File: src/rtl/multi_cycle_counter_pkg.sv
// Shared constants for the multi-channel cycle counter: per-channel FSM
// state encoding and its width.
package cycle_counter_pkg;

  localparam int STATE_W = 2;

  localparam logic [STATE_W-1:0] S_IDLE    = 2'b00;
  localparam logic [STATE_W-1:0] S_RUNNING = 2'b01;
  localparam logic [STATE_W-1:0] S_DONE    = 2'b10;

endpackage : cycle_counter_pkg

File: src/rtl/multi_cycle_counter_if.sv
// Strobe/status bundle between the register slave (master side) and the
// counter block (slave side). Per-channel vectors, count fields packed CNT_W wide.
interface multi_cycle_counter_if #(
  parameter int NUM_CH = 4,
  parameter int CNT_W  = 31
);

  logic [NUM_CH*CNT_W-1:0] i_num_cycle;
  logic [NUM_CH-1:0]       i_run;
  logic [NUM_CH-1:0]       i_auto_reload;
  logic [NUM_CH-1:0]       i_abort;
  logic [NUM_CH-1:0]       i_irq_clr;
  logic [NUM_CH-1:0]       o_idle;
  logic [NUM_CH-1:0]       o_running;
  logic [NUM_CH-1:0]       o_done;
  logic [NUM_CH*CNT_W-1:0] o_cnt;
  logic [NUM_CH-1:0]       o_irq;
  logic                    o_irq_any;

  modport master (
    output i_num_cycle, i_run, i_auto_reload, i_abort, i_irq_clr,
    input  o_idle, o_running, o_done, o_cnt, o_irq, o_irq_any
  );

  modport slave (
    input  i_num_cycle, i_run, i_auto_reload, i_abort, i_irq_clr,
    output o_idle, o_running, o_done, o_cnt, o_irq, o_irq_any
  );

endinterface : multi_cycle_counter_if

File: src/rtl/multi_cycle_counter_ch.sv
// One counter channel: IDLE/RUNNING/DONE FSM, latched cycle count and mode,
// running counter and sticky completion flag.
module cycle_counter_ch
  import cycle_counter_pkg::*;
#(
  parameter int CNT_W = 31
) (
  input  logic             clk,
  input  logic             reset_n,
  input  logic [CNT_W-1:0] num_cycle_i,
  input  logic             run_i,
  input  logic             auto_reload_i,
  input  logic             abort_i,
  input  logic             irq_clr_i,
  output logic             idle_o,
  output logic             running_o,
  output logic             done_o,
  output logic [CNT_W-1:0] cnt_o,
  output logic             irq_o
);

  localparam logic [CNT_W-1:0] CNT_ONE = CNT_W'(1);

  logic [STATE_W-1:0] state_q, state_d;
  logic [CNT_W-1:0]   cnt_q, cnt_d;
  logic [CNT_W-1:0]   num_q, num_d;
  logic               reload_q, reload_d;
  logic               irq_q, irq_d;

  always_comb begin
    state_d  = state_q;
    cnt_d    = cnt_q;
    num_d    = num_q;
    reload_d = reload_q;

    if (abort_i) begin
      state_d  = S_IDLE;
      cnt_d    = '0;
      reload_d = 1'b0;
    end else begin
      case (state_q)
        S_IDLE: begin
          cnt_d = '0;
          if (run_i && (num_cycle_i != '0)) begin
            state_d  = S_RUNNING;
            num_d    = num_cycle_i;
            reload_d = auto_reload_i;
          end
        end
        S_RUNNING: begin
          // Terminal compare is N-1 so N = all-ones never needs the counter to wrap.
          if (cnt_q == (num_q - CNT_ONE)) begin
            state_d = S_DONE;
            cnt_d   = '0;
          end else begin
            cnt_d = cnt_q + CNT_ONE;
          end
        end
        S_DONE: begin
          cnt_d   = '0;
          state_d = reload_q ? S_RUNNING : S_IDLE;
        end
        default: begin
          state_d = S_IDLE;
          cnt_d   = '0;
        end
      endcase
    end
  end

  // Entering DONE sets the flag; a simultaneous clear loses.
  always_comb begin
    irq_d = irq_q;
    if (state_d == S_DONE) begin
      irq_d = 1'b1;
    end else if (irq_clr_i) begin
      irq_d = 1'b0;
    end
  end

  always_ff @(posedge clk or negedge reset_n) begin
    if (!reset_n) begin
      state_q  <= S_IDLE;
      cnt_q    <= '0;
      num_q    <= '0;
      reload_q <= 1'b0;
      irq_q    <= 1'b0;
    end else begin
      state_q  <= state_d;
      cnt_q    <= cnt_d;
      num_q    <= num_d;
      reload_q <= reload_d;
      irq_q    <= irq_d;
    end
  end

  assign idle_o    = (state_q == S_IDLE);
  assign running_o = (state_q == S_RUNNING);
  assign done_o    = (state_q == S_DONE);
  assign cnt_o     = cnt_q;
  assign irq_o     = irq_q;

endmodule : cycle_counter_ch

File: src/rtl/multi_cycle_counter.sv
// NUM_CH independent cycle counters behind one strobe/status interface;
// the only cross-channel logic is the interrupt OR.
module multi_cycle_counter
  import cycle_counter_pkg::*;
#(
  parameter int NUM_CH = 4,
  parameter int CNT_W  = 31
) (
  input  logic                  clk,
  input  logic                  reset_n,
  multi_cycle_counter_if.slave  bus
);

  generate
    for (genvar gi = 0; gi < NUM_CH; gi++) begin : g_ch
      cycle_counter_ch #(
        .CNT_W (CNT_W)
      ) u_ch (
        .clk           (clk),
        .reset_n       (reset_n),
        .num_cycle_i   (bus.i_num_cycle[gi*CNT_W +: CNT_W]),
        .run_i         (bus.i_run[gi]),
        .auto_reload_i (bus.i_auto_reload[gi]),
        .abort_i       (bus.i_abort[gi]),
        .irq_clr_i     (bus.i_irq_clr[gi]),
        .idle_o        (bus.o_idle[gi]),
        .running_o     (bus.o_running[gi]),
        .done_o        (bus.o_done[gi]),
        .cnt_o         (bus.o_cnt[gi*CNT_W +: CNT_W]),
        .irq_o         (bus.o_irq[gi])
      );
    end
  endgenerate

  assign bus.o_irq_any = |bus.o_irq;

endmodule : multi_cycle_counter

File: src/flat_wrapper.sv
// flat-port wrapper written by rule: the top's interface ports become plain ports
module multi_cycle_counter_flat import cycle_counter_pkg::*;
#(
  parameter int NUM_CH = 4,
  parameter int CNT_W  = 31
)
  (clk, reset_n, bus_i_num_cycle, bus_i_run, bus_i_auto_reload, bus_i_abort, bus_i_irq_clr, bus_o_idle, bus_o_running, bus_o_done, bus_o_cnt, bus_o_irq, bus_o_irq_any);
  multi_cycle_counter_if #(.NUM_CH(NUM_CH), .CNT_W(CNT_W)) bus_i ();
  input  logic clk;
  input  logic reset_n;
  input wire logic [$bits(bus_i.i_num_cycle)-1:0] bus_i_num_cycle;
  input wire logic [$bits(bus_i.i_run)-1:0] bus_i_run;
  input wire logic [$bits(bus_i.i_auto_reload)-1:0] bus_i_auto_reload;
  input wire logic [$bits(bus_i.i_abort)-1:0] bus_i_abort;
  input wire logic [$bits(bus_i.i_irq_clr)-1:0] bus_i_irq_clr;
  output wire logic [$bits(bus_i.o_idle)-1:0] bus_o_idle;
  output wire logic [$bits(bus_i.o_running)-1:0] bus_o_running;
  output wire logic [$bits(bus_i.o_done)-1:0] bus_o_done;
  output wire logic [$bits(bus_i.o_cnt)-1:0] bus_o_cnt;
  output wire logic [$bits(bus_i.o_irq)-1:0] bus_o_irq;
  output wire logic [$bits(bus_i.o_irq_any)-1:0] bus_o_irq_any;
  assign bus_i.i_num_cycle = bus_i_num_cycle;
  assign bus_i.i_run = bus_i_run;
  assign bus_i.i_auto_reload = bus_i_auto_reload;
  assign bus_i.i_abort = bus_i_abort;
  assign bus_i.i_irq_clr = bus_i_irq_clr;
  assign bus_o_idle = bus_i.o_idle;
  assign bus_o_running = bus_i.o_running;
  assign bus_o_done = bus_i.o_done;
  assign bus_o_cnt = bus_i.o_cnt;
  assign bus_o_irq = bus_i.o_irq;
  assign bus_o_irq_any = bus_i.o_irq_any;
  multi_cycle_counter #(.NUM_CH(NUM_CH), .CNT_W(CNT_W)) u_core (.clk(clk), .reset_n(reset_n), .bus(bus_i));
endmodule
File: config.mk
export PLATFORM = sky130hd
export DESIGN_NAME = multi_cycle_counter_flat
export DESIGN_NICKNAME = d
export VERILOG_FILES = /design/src/rtl/multi_cycle_counter_pkg.sv /design/src/rtl/multi_cycle_counter_if.sv /design/src/rtl/multi_cycle_counter_ch.sv /design/src/rtl/multi_cycle_counter.sv /design/src/flat_wrapper.sv
export SDC_FILE = /design/constraint.sdc
export NUM_CORES = 1
export LEC_CHECK = 0
export ABC_CLOCK_PERIOD_IN_PS = 7050
export CORE_UTILIZATION = 55
export DETAILED_ROUTE_END_ITERATION = 10
export PLACE_DENSITY = 0.83
export SLEW_MARGIN = 15
export SYNTH_ARGS = -nofsm -noshare
export SYNTH_HDL_FRONTEND = slang
export SYNTH_SLANG_ARGS = --single-unit
File: constraint.sdc
create_clock -name clk -period 7.05 [get_ports clk]
set_input_delay 1.0575 -clock clk [delete_from_list [all_inputs] [get_ports clk]]
set_output_delay 1.0575 -clock clk [all_outputs]
set_load 0.01 [all_outputs]
# Word level (Yosys, flattened, before mapping)
# Index checks and enable logic that the tools add are counted.
[totals]
output_inout_bits = 141
regBits = 264
elab_cells = 133
in_bits = 142
[op_classes]
reduce_logical = 33
bitwise = 4
eq_ne = 16
n_addsub = 8
mux = 52
[op_table]
columns = ["op", "count"]
rows = [
  ["31-bit 2-to-1 mux", 12],
  ["31-bit by 1-bit adder with 31-bit output, second input constant", 4],
  ["31-bit equality test", 4],
  ["31-bit nonzero test", 4],
  ["31-bit by 1-bit subtractor with 31-bit output, second input constant", 4],
  ["1-bit 2-to-1 mux", 24],
  ["2-bit 2-to-1 mux", 12],
  ["2-bit case mux with 3 select lines", 4],
  ["2-bit nonzero test", 12],
  ["2-bit equality test, second input constant", 8],
  ["3-bit AND reduction", 4],
  ["2-bit by 1-bit equality test with 1-bit output, second input constant", 4],
  ["2-bit zero test", 4],
  ["2-bit AND reduction", 4],
  ["1-bit logical AND", 4],
  ["1-bit NOT", 4],
  ["4-bit OR reduction", 1],
]

# Longest topological paths before layout
# Gate-level depths: netlist of the first run.
[depth]
depth_word = 7
depth_mapped = 12
ltp_nobuf = 10

# Cells and area by module
# From an unflattened synthesis of the first run, not the netlist that was laid out.
[hier_totals]
hier_cells = 1693
hier_area_um2 = 16778.6
[by_module_without_submodules]
columns = ["module", "area_each_um2", "seq_area_each_um2", "cells_each", "n_inst"]
rows = [
  ["cycle_counter_ch (u_core.g_ch[0].u_ch ...)", 4214.0, 1651.6, 435, 2],
  ["cycle_counter_ch (u_core.g_ch[2].u_ch ...)", 4171.5, 1651.6, 411, 2],
  ["multi_cycle_counter", 7.5, 0.0, 1, 1],
]

# Least setup slack after synthesis of the first run
# OpenSTA, ideal clock, no wires.
[synth_path]
kind = "register to register"
start = "register u_core.g_ch[2].u_ch.num_q[0]"
end = "register u_core.g_ch[2].u_ch.cnt_q[21]"
path_buffers = 2
period_less_slack_ns = 3.509
path_slack_ns = 3.541
setup_ns = 0.119
t_required_ns = 6.931
t_arrival_ns = 3.390
path_stages_with_launch = 13
cell_sequence = "dfrtp_1 > inv_1 > ha_1 > or4b_1 > or4_4 > buf_6 > or4_1 > nand3_1 > o2111ai_1 > or4_4 > o21ai_4 > buf_6 > nor2_2"
[synth_via]
elab_chain_len = 5
[synth_rtl]
columns = ["item", "line", "rtl"]
rows = [
  ["from (decl)", "multi_cycle_counter_ch.sv:26", "logic [CNT_W-1:0] num_q, num_d;"],
  ["from (signal assigned)", "multi_cycle_counter_ch.sv:91", "num_q <= num_d;"],
  ["31-bit by 1-bit subtractor with 31-bit output", "multi_cycle_counter_ch.sv:52", "if (cnt_q == (num_q - CNT_ONE)) begin"],
  ["31-bit equality test", "multi_cycle_counter_ch.sv:52", ""],
  ["31-bit 2-to-1 mux", "multi_cycle_counter_ch.sv:52", ""],
  ["31-bit 2-to-1 mux", "multi_cycle_counter_ch.sv:41", "case (state_q)"],
  ["31-bit 2-to-1 mux", "multi_cycle_counter_ch.sv:36", "if (abort_i) begin"],
  ["net u_core.g_ch[2].u_ch.cnt_d[21]", "multi_cycle_counter_ch.sv:25", "logic [CNT_W-1:0] cnt_q, cnt_d;"],
  ["to (signal assigned)", "multi_cycle_counter_ch.sv:90", "cnt_q <= cnt_d;"],
  ["to (decl)", "multi_cycle_counter_ch.sv:25", ""],
]
# The timed path passes the listed nets, and every way through them passes these cells.
# A chain may end at the register's enable or synchronous reset.

# Worst setup path after layout of the first run
[layout_path]
start = "register u_core.g_ch[2].u_ch.num_q[0]"
end = "register u_core.g_ch[2].u_ch.cnt_q[18]"
# Same word-level chain as after synthesis.

==> reports/results.env, run 1 <==
STATUS='completed'
R2R_END='u_core.g_ch[2].u_ch.cnt_o[18]$_DFF_PN0_'
VDD.IR_DROP.WORST_mV=0.218
WHS_ENDPOINT='u_core.g_ch[2].u_ch.reload_q$_DFFE_PN0P_'
FINALMAXSLEWVIOLATIONS=0
DRTPASS1ITERATIONS=5
CTS.HOLD.BUFFERS_ADDED=0
FRACTION_OF_POWER_CONSUMED_BY_THE_CLOCK_NETWORK_PCT=35.7
NUMCLOCKSINKS=264
FLOORPLAN.CORE_AREA_SQ_UM=28100
WORST_SLEW_MARGIN_REL_PCT=22.6
TIMING.REG2REG.SETUP_SLACK_PS=2850
SYNTH_WARNINGS=0
FINAL_CORE_UTILIZATION_PCT=70.8
HOLD_DEPTH=2
CRITICAL_PATH.STARTPOINT_TYPE='flop'
CTS-BUFFERS-INSERTED=29
SYNTH.DISTINCT_CELLS=84
PLACE.DETAILED.HPWL_UM=32100
SETUP.WORST_PATH.CLASS='reg -> reg'
LAYOUT_SETUP_WS_PS=2850
POWER.DENSITY_CELL_AREA_nW_PER_UM2=218
POST-ROUTE-MIN-PERIOD_PS=4200
ANTENNA_FOUND_INITIAL=2
GLOBALROUTETOTALUTIL_PCT=29.0
NET_COUNT_SYNTH=1759
P_LEAK_nW=7.62
ROUTE.DETAILED.DRC=0
FINAL_LAYOUT_SIZE_SUFFIX_GT1_SHARE_PCT=12.6
ROUTED_WIRE_LENGTH_PER_INSTANCE_UM=19.2
FINISH.NET_COUNT=1996
LAYOUT_OVERHEAD_ON_THE_SYNTHESIZED_AREA_PCT=24.9
CP.ARRIVAL_PS=4640
CRITICAL_PATH_REQUIRED_PS=7490
ROWS=61
CTS_BUFFER_DEPTH=3
CLK_LATENCY_PS=550
SYNTH_CELLS=1609
PLACE_WS_PS=2700
DOMINANTREGCELLSYNTH='sky130_fd_sc_hd__dfrtp_1'
ROUTE.VIAS.TOTAL=13500
SYNTHESIS.AREA_PER_INSTANCE_SQ_UM=9.89
CRIT_PATH_MAX_FANOUT=16
FIRST_PASS_GRT_WIRE_LENGTH_UM=68300
ROOT_BUFFER='sky130_fd_sc_hd__clkbuf_16'
HOLD_PATH.STARTPOINT='u_core.g_ch[2].u_ch.reload_q$_DFFE_PN0P_'
DIE-AREA_SQ_UM=29600
DETAIL_ROUTE.WIRELENGTH_UM=43100
FINALHOLDVIOLATIONS=0
CLK_PIN_SLEW_WORST_PATHS_PS=60
BUFFER_PORTS.INSERTED=282
SYNTH-SEQ-CELLS=264
GRT_SETUP_UNREPAIRED='no'
DIE_X_UM=172
FINAL_CELL_COUNT_NO_FILL=2250
YS_SEQ_AREA_SHARE_PCT=41.5
PIN_COUNT=283
POST-ROUTE-PERIOD-UTIL_PCT=59.5
CELL_COUNT_POST_PLACEMENT=2192
SWSHARE_PCT=29.2
NET-SWITCHING-POWER_mW=1.26
FF2FF_PATH_DEPTH=11
CTS_HTREE_LEVELS=1
SYNTHARSTFLOPSHARE_PCT=100
INTERNAL-POWER_mW=3.07
WORST_PIN_SLEW_PS=1160
TIMING.FINAL.SETUP_VIOLATIONS=0
CTS_RESIZED=0
WORSTSETUPSTARTPOINT='u_core.g_ch[2].u_ch.num_q[0]$_DFFE_PN0P_'
SETUP_TOTAL_NEGATIVE_SLACK_PS=0
GRT_MAX_DEGREE=155
GRT_OVERFLOW=0
CLOCK-SKEW-FINAL_PS=12.1
CLOCK_TREE_FROM_TRITONCTS='done'
SEQUENTIALPOWERSHARE_PCT=44.3
CRITICAL_PATH.REG2REG.STARTPOINT='u_core.g_ch[2].u_ch.num_q[0]$_DFFE_PN0P_'
DETAILEDROUTE.FIRSTITERATIONVIOLATIONS=892
START_UTIL_PCT=56.7
LAYOUT.FILLER_CELLS=2166
MAX-CAP-VIOLATIONS=0
SYNTHESIS.AREA_SQ_UM=15900
DIE_HEIGHT_UM=172
GPL.FINAL_WEIGHTED_CONGESTION=0.928
GRT_PASS1_VIAS=13300
DETAIL-ROUTE-ANTENNA-NETS=0
SYNTH_EDF_COUNT=0
P_COMB_SHARE_PCT=20.0
SETUP.WORST_PATH.END_CLASS='flop'
FIN_TOTAL_PWR_mW=4.33
CTS_SETUP_BUFFERS=0
VIAS_PER_CELL=5.99
MIN_PATH_TYPE='reg -> reg'
FMAXACHIEVABLE_MHz=238
[power groups by stage]
stage | logic (mW) | clock network, mW | registers, mW
after detailed placement | 0.851 | 0 | 1.94
after floorplan | 0.635 | 0 | 1.85
after global routing | 0.945 | 1.63 | 1.94
after CTS | 0.859 | 1.58 | 1.91
final | 0.865 | 1.55 | 1.92
after global placement | 0.825 | 0 | 1.93
[critical path, cell delays in order (launching register included)]
cell	delay (ps)
sky130_fd_sc_hd__dfrtp_1	410
sky130_fd_sc_hd__inv_1	80
sky130_fd_sc_hd__ha_1	210
sky130_fd_sc_hd__or4b_1	580
sky130_fd_sc_hd__or4_4	540
sky130_fd_sc_hd__or3_1	380
sky130_fd_sc_hd__o31ai_1	220
sky130_fd_sc_hd__o2111ai_1	170
sky130_fd_sc_hd__or4_4	590
sky130_fd_sc_hd__o21ai_4	580
sky130_fd_sc_hd__buf_16	250
sky130_fd_sc_hd__nor2_2	60
[area by class of cell]
class / instances / area (sq um) / share of cell area [%]
Tap cell: 378 / 473 / 2.38
Clock inverter: 8 / 119 / 0.598
Antenna cell: 3 / 7.51 / 0.0378
Sequential cell: 264 / 6610 / 33.2
Timing Repair Buffer: 286 / 2890 / 14.5
Clock buffer: 46 / 860 / 4.32
Multi-Input combinational cell: 1235 / 8810 / 44.3
Inverter: 30 / 113 / 0.566
[synthesized netlist by cell type (30+ instances only)]
| cell type | instances | share of area, % |
|---|---|---|
| sky130_fd_sc_hd__nand4_1 | 43 | 1.7 |
| sky130_fd_sc_hd__nor3_1 | 110 | 3.5 |
| sky130_fd_sc_hd__dfrtp_1 | 264 | 42 |
| sky130_fd_sc_hd__nor4_1 | 61 | 2.4 |
| sky130_fd_sc_hd__nand3_1 | 71 | 2.2 |
| sky130_fd_sc_hd__clkbuf_1 | 43 | 1.0 |
| sky130_fd_sc_hd__nor2_2 | 30 | 1.2 |
| sky130_fd_sc_hd__mux2_2 | 126 | 8.9 |
| sky130_fd_sc_hd__inv_1 | 30 | 0.71 |
| sky130_fd_sc_hd__nand2_1 | 70 | 1.7 |
| sky130_fd_sc_hd__nor2_1 | 118 | 2.8 |
| sky130_fd_sc_hd__xnor2_1 | 139 | 7.6 |
| sky130_fd_sc_hd__xor2_1 | 139 | 7.6 |
[worst max-delay path by stage]
stage | slack (ps) | cells after the start | end
after floorplan | 3540 | 12 | u_core.g_ch[2].u_ch.cnt_o[21]$_DFF_PN0_
after global placement | 2820 | 10 | u_core.g_ch[2].u_ch.cnt_o[5]$_DFF_PN0_
after detailed placement | 2700 | 10 | u_core.g_ch[2].u_ch.cnt_o[18]$_DFF_PN0_
after CTS | 2670 | 10 | u_core.g_ch[2].u_ch.cnt_o[28]$_DFF_PN0_
after global routing | 2600 | 10 | u_core.g_ch[1].u_ch.cnt_o[22]$_DFF_PN0_
final | 2850 | 11 | u_core.g_ch[2].u_ch.cnt_o[18]$_DFF_PN0_
[layout by cell type (no fill, tap or decap), types with 21 or more instances in the layout]
cell type / synthesis / routed
sky130_fd_sc_hd__clkdlybuf4s50_1: 0 / 281
sky130_fd_sc_hd__dfrtp_1: 264 / 264
sky130_fd_sc_hd__xor2_1: 139 / 139
sky130_fd_sc_hd__xnor2_1: 139 / 139
sky130_fd_sc_hd__mux2_2: 126 / 126
sky130_fd_sc_hd__nor2_1: 118 / 118
sky130_fd_sc_hd__nor3_1: 110 / 110
sky130_fd_sc_hd__nand3_1: 71 / 71
sky130_fd_sc_hd__nand2_1: 70 / 70
sky130_fd_sc_hd__nor4_1: 61 / 61
sky130_fd_sc_hd__nand4_1: 43 / 43
sky130_fd_sc_hd__inv_1: 30 / 30
sky130_fd_sc_hd__nor2_2: 30 / 30
sky130_fd_sc_hd__clkbuf_16: 0 / 29
sky130_fd_sc_hd__and4_1: 23 / 23
sky130_fd_sc_hd__or4_1: 22 / 22
sky130_fd_sc_hd__and3_1: 21 / 21
sky130_fd_sc_hd__a21oi_1: 21 / 21
[state kept, by name, indices dropped and copies added (netlist names)]
| signal | cells |
|---|---|
| u_core.g_ch.u_ch.cnt_o | 124 |
| u_core.g_ch.u_ch.num_q | 124 |
| u_core.g_ch.u_ch.state_q | 8 |
| u_core.g_ch.u_ch.irq_o | 4 |
| u_core.g_ch.u_ch.reload_q | 4 |
[layer usage]
| metal | global-route usage (%) | routed length [um] |
|---|---|---|
| met2 | 49.0 | 20700 |
| met3 | 4.67 | 2740 |
| met5 | 0 | 0 |
| met4 | 9.47 | 1430 |
| met1 | 37.9 | 18300 |
[metrics by stage]
| stage | cell area, sq um | hold slack [ps] |
|---|---|---|
| after detailed placement | 18900 | 513 |
| final | 19900 | 524 |
| after global routing | 19900 | 570 |
| after floorplan | 15900 | 468 |
| after global placement | 18900 | 504 |
| after CTS | 19800 | 526 |
[cell families (layout without fill, tap and decap cells)]
logic type	Yosys count	count (layout)	synth area share, %
AO/OA/AOI/OAI	124	124	5.68
XOR/XNOR	278	278	15.3
adder cells (fa/ha/maj)	9	9	0.692
buffers and inverters	110	370	3.17
flip-flops	264	264	41.5
multiplexers	139	139	9.73
other	0	3	0
AND/OR/NAND/NOR	685	685	23.9
(Power assumes the default switching activity.)
==> run 2, diff against run 1 <==
--- a/config.mk
+++ b/config.mk
@@ -5,10 +5,10 @@
 export SDC_FILE = /design/constraint.sdc
 export NUM_CORES = 1
 export LEC_CHECK = 0
-export ABC_CLOCK_PERIOD_IN_PS = 7050
-export CORE_UTILIZATION = 55
+export ABC_CLOCK_PERIOD_IN_PS = 3450
+export CORE_UTILIZATION = 49
 export DETAILED_ROUTE_END_ITERATION = 10
-export PLACE_DENSITY = 0.83
+export PLACE_DENSITY = 0.78
 export SLEW_MARGIN = 15
 export SYNTH_ARGS = -nofsm -noshare
 export SYNTH_HDL_FRONTEND = slang
==> constraint.sdc (replaced) <==
create_clock -name clk -period 3.45 [get_ports clk]
set_input_delay 0.5175 -clock clk [delete_from_list [all_inputs] [get_ports clk]]
set_output_delay 0.5175 -clock clk [all_outputs]
set_load 0.01 [all_outputs]
==> reports/results.env, run 2 (synthesis results as in run 1) <==
STATUS='complete, but fails checks'
VIOLATIONS='setup timing'
NUMCLOCKSINKS=264  # unchanged
FMAXACHIEVABLE_MHz=283  # +19%
GRT_MAX_DEGREE=83  # -46%
GLOBALROUTETOTALUTIL_PCT=26.5  # -2.5 points
ROWS=65  # +6.6%
SEQUENTIAL_CELL_AREA_SQ_UM=6610  # unchanged
CLK_LATENCY_PS=550  # about the same
WORST_SLEW_MARGIN_REL_PCT=54.9  # +32 points
DIE_X_UM=182  # +5.9%
FIRST_PASS_GRT_WIRE_LENGTH_UM=71400  # +4.5%
ROUTE.VIAS.TOTAL=13700  # +1.3%
PIN_COUNT=283  # unchanged
LAYOUT.FILLER_CELLS=2523  # +16%
CRITICAL_PATH.STARTPOINT_TYPE='flop'
GRT_PASS1_VIAS=13400  # +0.93%
DIE-AREA_SQ_UM=33200  # +12%
CTS_BUFFER_DEPTH=3  # unchanged
GRT_SETUP_UNREPAIRED='yes'
LAYOUT.CELLS.MOST_COMMON_LIST='sky130_fd_sc_hd__clkdlybuf4s50_1 (281), sky130_fd_sc_hd__dfrtp_1 (264), sky130_fd_sc_hd__xor2_1 (139), sky130_fd_sc_hd__xnor2_1 (139), sky130_fd_sc_hd__mux2_2 (126)'
P_LEAK_nW=8.02  # +5.2%
PLACE.DETAILED.HPWL_UM=33400  # +4.1%
POST-ROUTE-MIN-PERIOD_PS=3530  # -664 ps
FINALMAXSLEWVIOLATIONS=0  # unchanged
CLOCK_TREE_FROM_TRITONCTS='done'
SETUP.WORST_PATH.CLASS='reg -> reg'
CTS_HTREE_LEVELS=1  # unchanged
START_UTIL_PCT=50.2  # -6.5 points
ROUTED_WIRE_LENGTH_PER_INSTANCE_UM=19.1  # about the same
CLK_PIN_SLEW_WORST_PATHS_PS=60  # about the same
PLACE_WS_PS=-23.3  # -2730 ps
CRIT_PATH_MAX_FANOUT=10  # -6
FLOORPLAN.CORE_AREA_SQ_UM=31700  # +13%
CP.ARRIVAL_PS=3970  # -670 ps
WORST_PIN_SLEW_PS=677  # -484 ps
DIE_HEIGHT_UM=182  # +5.9%
DRTPASS1ITERATIONS=5  # unchanged
ANTENNA_FOUND_INITIAL=3  # +1
BUFFER_PORTS.INSERTED=282  # unchanged
ROOT_BUFFER='sky130_fd_sc_hd__clkbuf_16'
GPL.FINAL_WEIGHTED_CONGESTION=0.949  # +2.3%
MAX-CAP-VIOLATIONS=0  # unchanged
FINISH.NET_COUNT=2054  # +2.9%
ROUTE.DETAILED.DRC=0  # unchanged
DETAIL_ROUTE.WIRELENGTH_UM=44600  # +3.5%
LAYOUT_OVERHEAD_ON_THE_SYNTHESIZED_AREA_PCT=29.8
MIN_PATH_TYPE='reg -> reg'
LAYOUT_SETUP_WS_PS=-83.7  # -2940 ps
CLOCK-SKEW-FINAL_PS=16.6  # +4.57 ps
AREA_OCCUPIED_BY_MULTI_INPUT_GATES_SQ_UM=8920  # +1.2%
FINAL_LAYOUT_SIZE_SUFFIX_GT1_SHARE_PCT=15.7  # +3.1 points
FINALHOLDVIOLATIONS=0  # unchanged
POWER.DENSITY_CELL_AREA_nW_PER_UM2=441  # +100%
POST-ROUTE-PERIOD-UTIL_PCT=102  # +43 points
VDD.IR_DROP.WORST_mV=0.342  # +57%
CTS-BUFFERS-INSERTED=30  # +3.4%
SETUP_TOTAL_NEGATIVE_SLACK_PS=-1740  # -1740 ps
CRITICAL_PATH_REQUIRED_PS=3880  # -3610 ps
DETAILEDROUTE.FIRSTITERATIONVIOLATIONS=773  # -13%
TIMING.FINAL.SETUP_VIOLATIONS=30  # +30
VIAS_PER_CELL=5.86  # -2.2%
GRT_OVERFLOW=0  # unchanged
DETAIL-ROUTE-ANTENNA-NETS=0  # unchanged
LAYOUT_COMMONEST_CELL='sky130_fd_sc_hd__clkdlybuf4s50_1'
SETUP.WORST_PATH.END_CLASS='flop'
-- run 2: changes by cell type in the layout (fill, tap and decap cells not counted), moves of 4 or more --
cell / before / now
sky130_fd_sc_hd__nor2_4: 0 / 9
sky130_fd_sc_hd__clkbuf_16: 29 / 33
sky130_fd_sc_hd__nor2_2: 30 / 21
sky130_fd_sc_hd__buf_12: 1 / 13
sky130_fd_sc_hd__buf_4: 2 / 44
-- run 2: timing repair --
| item | CTS | global route |
|---|---|---|
| buffers inserted | 0 | 2 |
| gates cloned | 0 | 3 |
| pin swaps | 0 | 11 |
| gates resized for setup | 1 | 18 |
| hold buffers | 1 | 0 |
| hold endpoints to repair | 77 | 0 |
| endpoints found under the setup margin | 50 | 62 |
-- run 2: layout make-up --
type,instances,share of cell area [%]
Timing Repair Buffer,343,16.9
Inverter,30,0.545
Antenna cell,2,0.0242
Clock inverter,6,0.509
Sequential cell,264,32.0
Tap cell,402,2.43
Multi-Input combinational cell,1235,43.2
Clock buffer,48,4.45
-- run 2: worst max-delay path, stage by stage, from the launching register on --
cell	delay, ps
sky130_fd_sc_hd__dfrtp_1	380
sky130_fd_sc_hd__inv_1	60
sky130_fd_sc_hd__ha_2	160
sky130_fd_sc_hd__or4b_4	470
sky130_fd_sc_hd__or4_4	490
sky130_fd_sc_hd__nor3_2	220
sky130_fd_sc_hd__o2111ai_2	110
sky130_fd_sc_hd__or4_4	440
sky130_fd_sc_hd__or4_4	550
sky130_fd_sc_hd__o21ai_4	160
sky130_fd_sc_hd__buf_12	150
sky130_fd_sc_hd__buf_12	150
sky130_fd_sc_hd__nor2_2	50
-- run 2: where the power goes --
part | internal, mW | switching [mW]
clock network | 2.03 | 1.24
registers | 3.42 | 0.466
logic | 1.04 | 0.915
-- run 2: metrics by stage --
step	cell area [sq um]	hold slack, ps	util, %	power, mW	std cells
after floorplan	15900	222	-	5.07	1609
after global placement	19400	494	61.3	5.76	2268
after detailed placement	19400	499	61.3	5.82	2268
after CTS	20500	508	64.5	9.12	2323
after global routing	20700	555	65.1	9.52	2330
final	20700	517	65.1	9.10	2330
-- run 2: path summary, 6_finish.rpt --
check / startpoint / endpoint / slack [ps] / depth (start not counted)
min in group asynchronous: reset_n / u_core.g_ch[0].u_ch.cnt_o[18]$_DFF_PN0_ / 530 / 2
max in group asynchronous: reset_n / u_core.g_ch[3].u_ch.cnt_o[24]$_DFF_PN0_ / 2080 / 3
min reg2reg: u_core.g_ch[1].u_ch.irq_o$_DFFE_PN0P_ / u_core.g_ch[1].u_ch.irq_o$_DFFE_PN0P_ / 520 / 1
max reg2reg: u_core.g_ch[2].u_ch.num_q[1]$_DFFE_PN0P_ / u_core.g_ch[2].u_ch.cnt_o[4]$_DFF_PN0_ / -80 / 12
min: u_core.g_ch[1].u_ch.irq_o$_DFFE_PN0P_ / u_core.g_ch[1].u_ch.irq_o$_DFFE_PN0P_ / 520 / 1
max: u_core.g_ch[2].u_ch.num_q[1]$_DFFE_PN0P_ / u_core.g_ch[2].u_ch.cnt_o[4]$_DFF_PN0_ / -80 / 12
-- run 2: per-layer routing --
metal  GRT usage (%)  vias to the layer above  part of all wire (%)
li1                -                     6405                     -
met2            44.0                      438                    48
met5               0                        -                 0.038
met3            3.57                       67                   5.2
met1            36.4                     6745                    44
met4            6.79                        2                   2.5
==> run 3, diff against run 2 <==
--- a/config.mk
+++ b/config.mk
@@ -13,3 +13,4 @@
 export SYNTH_ARGS = -nofsm -noshare
 export SYNTH_HDL_FRONTEND = slang
 export SYNTH_SLANG_ARGS = --single-unit
+export TNS_END_PERCENT = 30
==> reports/results.env, run 3 (synthesis results as in run 1) <==
CLOCK_TREE_FROM_TRITONCTS='done'
GRT_PASS1_VIAS=13400  # +0.067%
MAX-CAP-VIOLATIONS=0  # unchanged
PIN_COUNT=283  # unchanged
FINALHOLDVIOLATIONS=0  # unchanged
DIE_HEIGHT_UM=182  # unchanged
DETAIL-ROUTE-ANTENNA-NETS=0  # unchanged
CP.ARRIVAL_PS=3970  # about the same
CTS-BUFFERS-INSERTED=30  # unchanged
FIN_TOTAL_PWR_mW=9.09  # -0.14%
GPL.FINAL_WEIGHTED_CONGESTION=0.949  # unchanged
WHS_ENDPOINT='u_core.g_ch[1].u_ch.irq_o$_DFFE_PN0P_'
INTERNAL-POWER_mW=6.48  # -0.11%
GRT_MAX_DEGREE=83  # unchanged
CRITICAL_PATH.MOST_COMMON_CELL='sky130_fd_sc_hd__or4_4'
SETUP.WORST_PATH.END_CLASS='flop'
FINAL_CELL_COUNT_NO_FILL=2329  # -0.043%
FF2FF_PATH_DEPTH=11  # -1
WORST_SLEW_MARGIN_REL_PCT=54.9  # about the same
POST-ROUTE-MIN-PERIOD_PS=3540  # +3.51 ps
FINALMAXSLEWVIOLATIONS=0  # unchanged
FINISH.NET_COUNT=2052  # -0.097%
R2R_END='u_core.g_ch[2].u_ch.cnt_o[2]$_DFF_PN0_'
P_COMB_SHARE_PCT=21.4  # about the same
CLK_PIN_SLEW_WORST_PATHS_PS=60  # about the same
STATUS='complete, but fails checks'
CRITICAL_PATH_REQUIRED_PS=3890  # about the same
DIE-AREA_SQ_UM=33200  # unchanged
CRITICAL_PATH.REG2REG.STARTPOINT='u_core.g_ch[2].u_ch.num_q[1]$_DFFE_PN0P_'
CLOCK-SKEW-FINAL_PS=16.5  # -0.120 ps
TIMING.FINAL.SETUP_VIOLATIONS=30  # unchanged
GLOBALROUTETOTALUTIL_PCT=26.5  # about the same
PLACE.DETAILED.HPWL_UM=33400  # unchanged
LAYOUT_SETUP_WS_PS=-87.2  # -3.51 ps
ROWS=65  # unchanged
BUFFER_PORTS.INSERTED=282  # unchanged
ROUTE.VIAS.TOTAL=13700  # +0.059%
LAYOUT_OVERHEAD_ON_THE_SYNTHESIZED_AREA_PCT=29.3
VIOLATIONS='setup timing'
LAYOUT.CELLS.MOST_COMMON_LIST='sky130_fd_sc_hd__clkdlybuf4s50_1 (281), sky130_fd_sc_hd__dfrtp_1 (264), sky130_fd_sc_hd__xor2_1 (139), sky130_fd_sc_hd__xnor2_1 (139), sky130_fd_sc_hd__mux2_2 (126)'
DETAILEDROUTE.FIRSTITERATIONVIOLATIONS=793  # +2.6%
GRT_OVERFLOW=0  # unchanged
HOLD_DEPTH=1  # unchanged
NET-SWITCHING-POWER_mW=2.61  # -0.21%
VDD.IR_DROP.WORST_mV=0.342  # +0.19%
P_LEAK_nW=7.99  # -0.41%
DRTPASS1ITERATIONS=5  # unchanged
GRT_SETUP_UNREPAIRED='yes'
POST-ROUTE-PERIOD-UTIL_PCT=103  # about the same
START_UTIL_PCT=50.2  # unchanged
SWSHARE_PCT=28.7  # about the same
ANTENNA_FOUND_INITIAL=3  # unchanged
CTS_BUFFER_DEPTH=3  # unchanged
HOLD_PATH.STARTPOINT='u_core.g_ch[1].u_ch.irq_o$_DFFE_PN0P_'
WORST_PIN_SLEW_PS=677  # -0.283 ps
CP_SLOWEST_CELL='sky130_fd_sc_hd__or4_4'
SETUP.WORST_PATH.CLASS='reg -> reg'
CRITICAL_PATH.STARTPOINT_TYPE='flop'
NUMCLOCKSINKS=264  # unchanged
CRIT_PATH_CELL_CHAIN='inv_1 > ha_2 > or4b_4 > or4_4 > nor3_2 > o2111ai_2 > or4_4 > or4_4 > o21ai_4 > clkbuf_16 > nor2_2'
MIN_PATH_TYPE='reg -> reg'
POWER.DENSITY_CELL_AREA_nW_PER_UM2=442  # +0.30%
FRACTION_OF_POWER_CONSUMED_BY_THE_CLOCK_NETWORK_PCT=35.9  # about the same
CTS_HTREE_LEVELS=1  # unchanged
FINAL_LAYOUT_SIZE_SUFFIX_GT1_SHARE_PCT=15.6  # -0.088 points
DIE_X_UM=182  # unchanged
FMAXACHIEVABLE_MHz=283  # about the same
CRITICAL-PATH-TOP-DELAY-FAMILY='simple AND/OR/NAND/NOR gates'
CPPEAKSTAGEDELAY_PS=550  # about the same
CRIT_PATH_MAX_FANOUT=6  # -4
TIMING.REG2REG.SETUP_SLACK_PS=-90  # about the same
FIRST_PASS_GRT_WIRE_LENGTH_UM=71400  # about the same
ROUTE.DETAILED.DRC=0  # unchanged
DETAIL_ROUTE.WIRELENGTH_UM=44400  # -0.46%
CP_NUM_BUF_INV=2  # -1
SEQUENTIALPOWERSHARE_PCT=42.7  # about the same
VIAS_PER_CELL=5.87  # +0.10%
LAYOUT_COMMONEST_CELL='sky130_fd_sc_hd__clkdlybuf4s50_1'
LAYOUT.FILLER_CELLS=2543  # +0.79%
CLK_LATENCY_PS=550  # about the same
ROOT_BUFFER='sky130_fd_sc_hd__clkbuf_16'
FLOORPLAN.CORE_AREA_SQ_UM=31700  # unchanged
CELL_COUNT_POST_PLACEMENT=2268  # unchanged
ROUTED_WIRE_LENGTH_PER_INSTANCE_UM=19.1  # -0.41%
run 3: changes by cell type in the layout (fill, tap and decap cells not counted), sizes merged:
cell | before | now
buf | 59 | 58
clkbuf | 50 | 49
diode | 2 | 3
run 3: power by group through the flow:
stage	clock (mW)	sequential, mW	combinational [mW]
floorplan	0	3.77	1.30
global placement	0	3.90	1.86
detailed placement	0	3.91	1.91
CTS	3.33	3.87	1.93
global route	3.45	3.94	2.12
finish	3.26	3.88	1.94
run 3: stage by stage:
step           setup TNS (ps)  hold slack [ps]  setup slack (ps)  util, %  instance area, sq um
2_1_floorplan               0              222              6.21        -                 15900
5_1_grt                 -4810              555              -178     64.9                 20600
3_5_place_dp             -585              499             -23.3     61.3                 19400
3_3_place_gp                0              494              20.2     61.3                 19400
6_report                -1930              515             -87.2     64.9                 20600
4_1_cts                     0              508              2.58     64.6                 20500
run 3: area by class of cell:
type                    instances  area, sq um  share of cell area (%)
inverters                      30          113                   0.547
clock buffers                  48          920                    4.47
multi-input cells            1235         8870                    43.1
flip-flops and latches        264         6610                    32.1
repair buffers                341         3440                    16.7
well taps                     402          503                    2.44
diodes                          3         7.51                  0.0365
clock inverters                 6          105                   0.511
run 3: worst max path at each step:
stage                                              startpoint                                      end  slack (ps)  cells after the start
finish               u_core.g_ch[2].u_ch.num_q[1]$_DFFE_PN0P_   u_core.g_ch[2].u_ch.cnt_o[2]$_DFF_PN0_         -90                     11
global route         u_core.g_ch[2].u_ch.num_q[1]$_DFFE_PN0P_   u_core.g_ch[2].u_ch.cnt_o[2]$_DFF_PN0_        -180                     11
CTS                  u_core.g_ch[2].u_ch.num_q[1]$_DFFE_PN0P_   u_core.g_ch[2].u_ch.cnt_o[4]$_DFF_PN0_           3                     11
detailed placement   u_core.g_ch[3].u_ch.num_q[0]$_DFFE_PN0P_  u_core.g_ch[3].u_ch.cnt_o[30]$_DFF_PN0_         -20                     11
global placement     u_core.g_ch[2].u_ch.num_q[1]$_DFFE_PN0P_  u_core.g_ch[2].u_ch.cnt_o[26]$_DFF_PN0_          20                     11
floorplan           u_core.g_ch[3].u_ch.num_q[18]$_DFFE_PN0P_  u_core.g_ch[3].u_ch.cnt_o[10]$_DFF_PN0_           6                     10
run 3: layer usage:
layer  part of all wire, %  up-vias  GRT usage [%]
met3                   5.0       67           3.53
li1                      -     6411              -
met1                    45     6772           36.5
met5                 0.038        -              0
met2                    48      413           44.1
met4                   2.5        2           6.66
run 3: timing repair:
item / CTS / global route
hold buffers: 1 / 0
resized for setup: 2 / 8
endpoints found under the hold margin: 77 / 0
buffers inserted: 0 / 1
pin swaps: 2 / 4
setup endpoints to repair: 50 / 62
cloned: 0 / 2
run 3: worst register-to-register path: cells and delay by family, from the launching register on:
family	cells	cell delay (ps)
DFF	1	380
buffers and inverters	2	280
AOI/OAI and AO/OA	2	400
and+or+nand+nor	6	2200
adders and majority gates	1	160
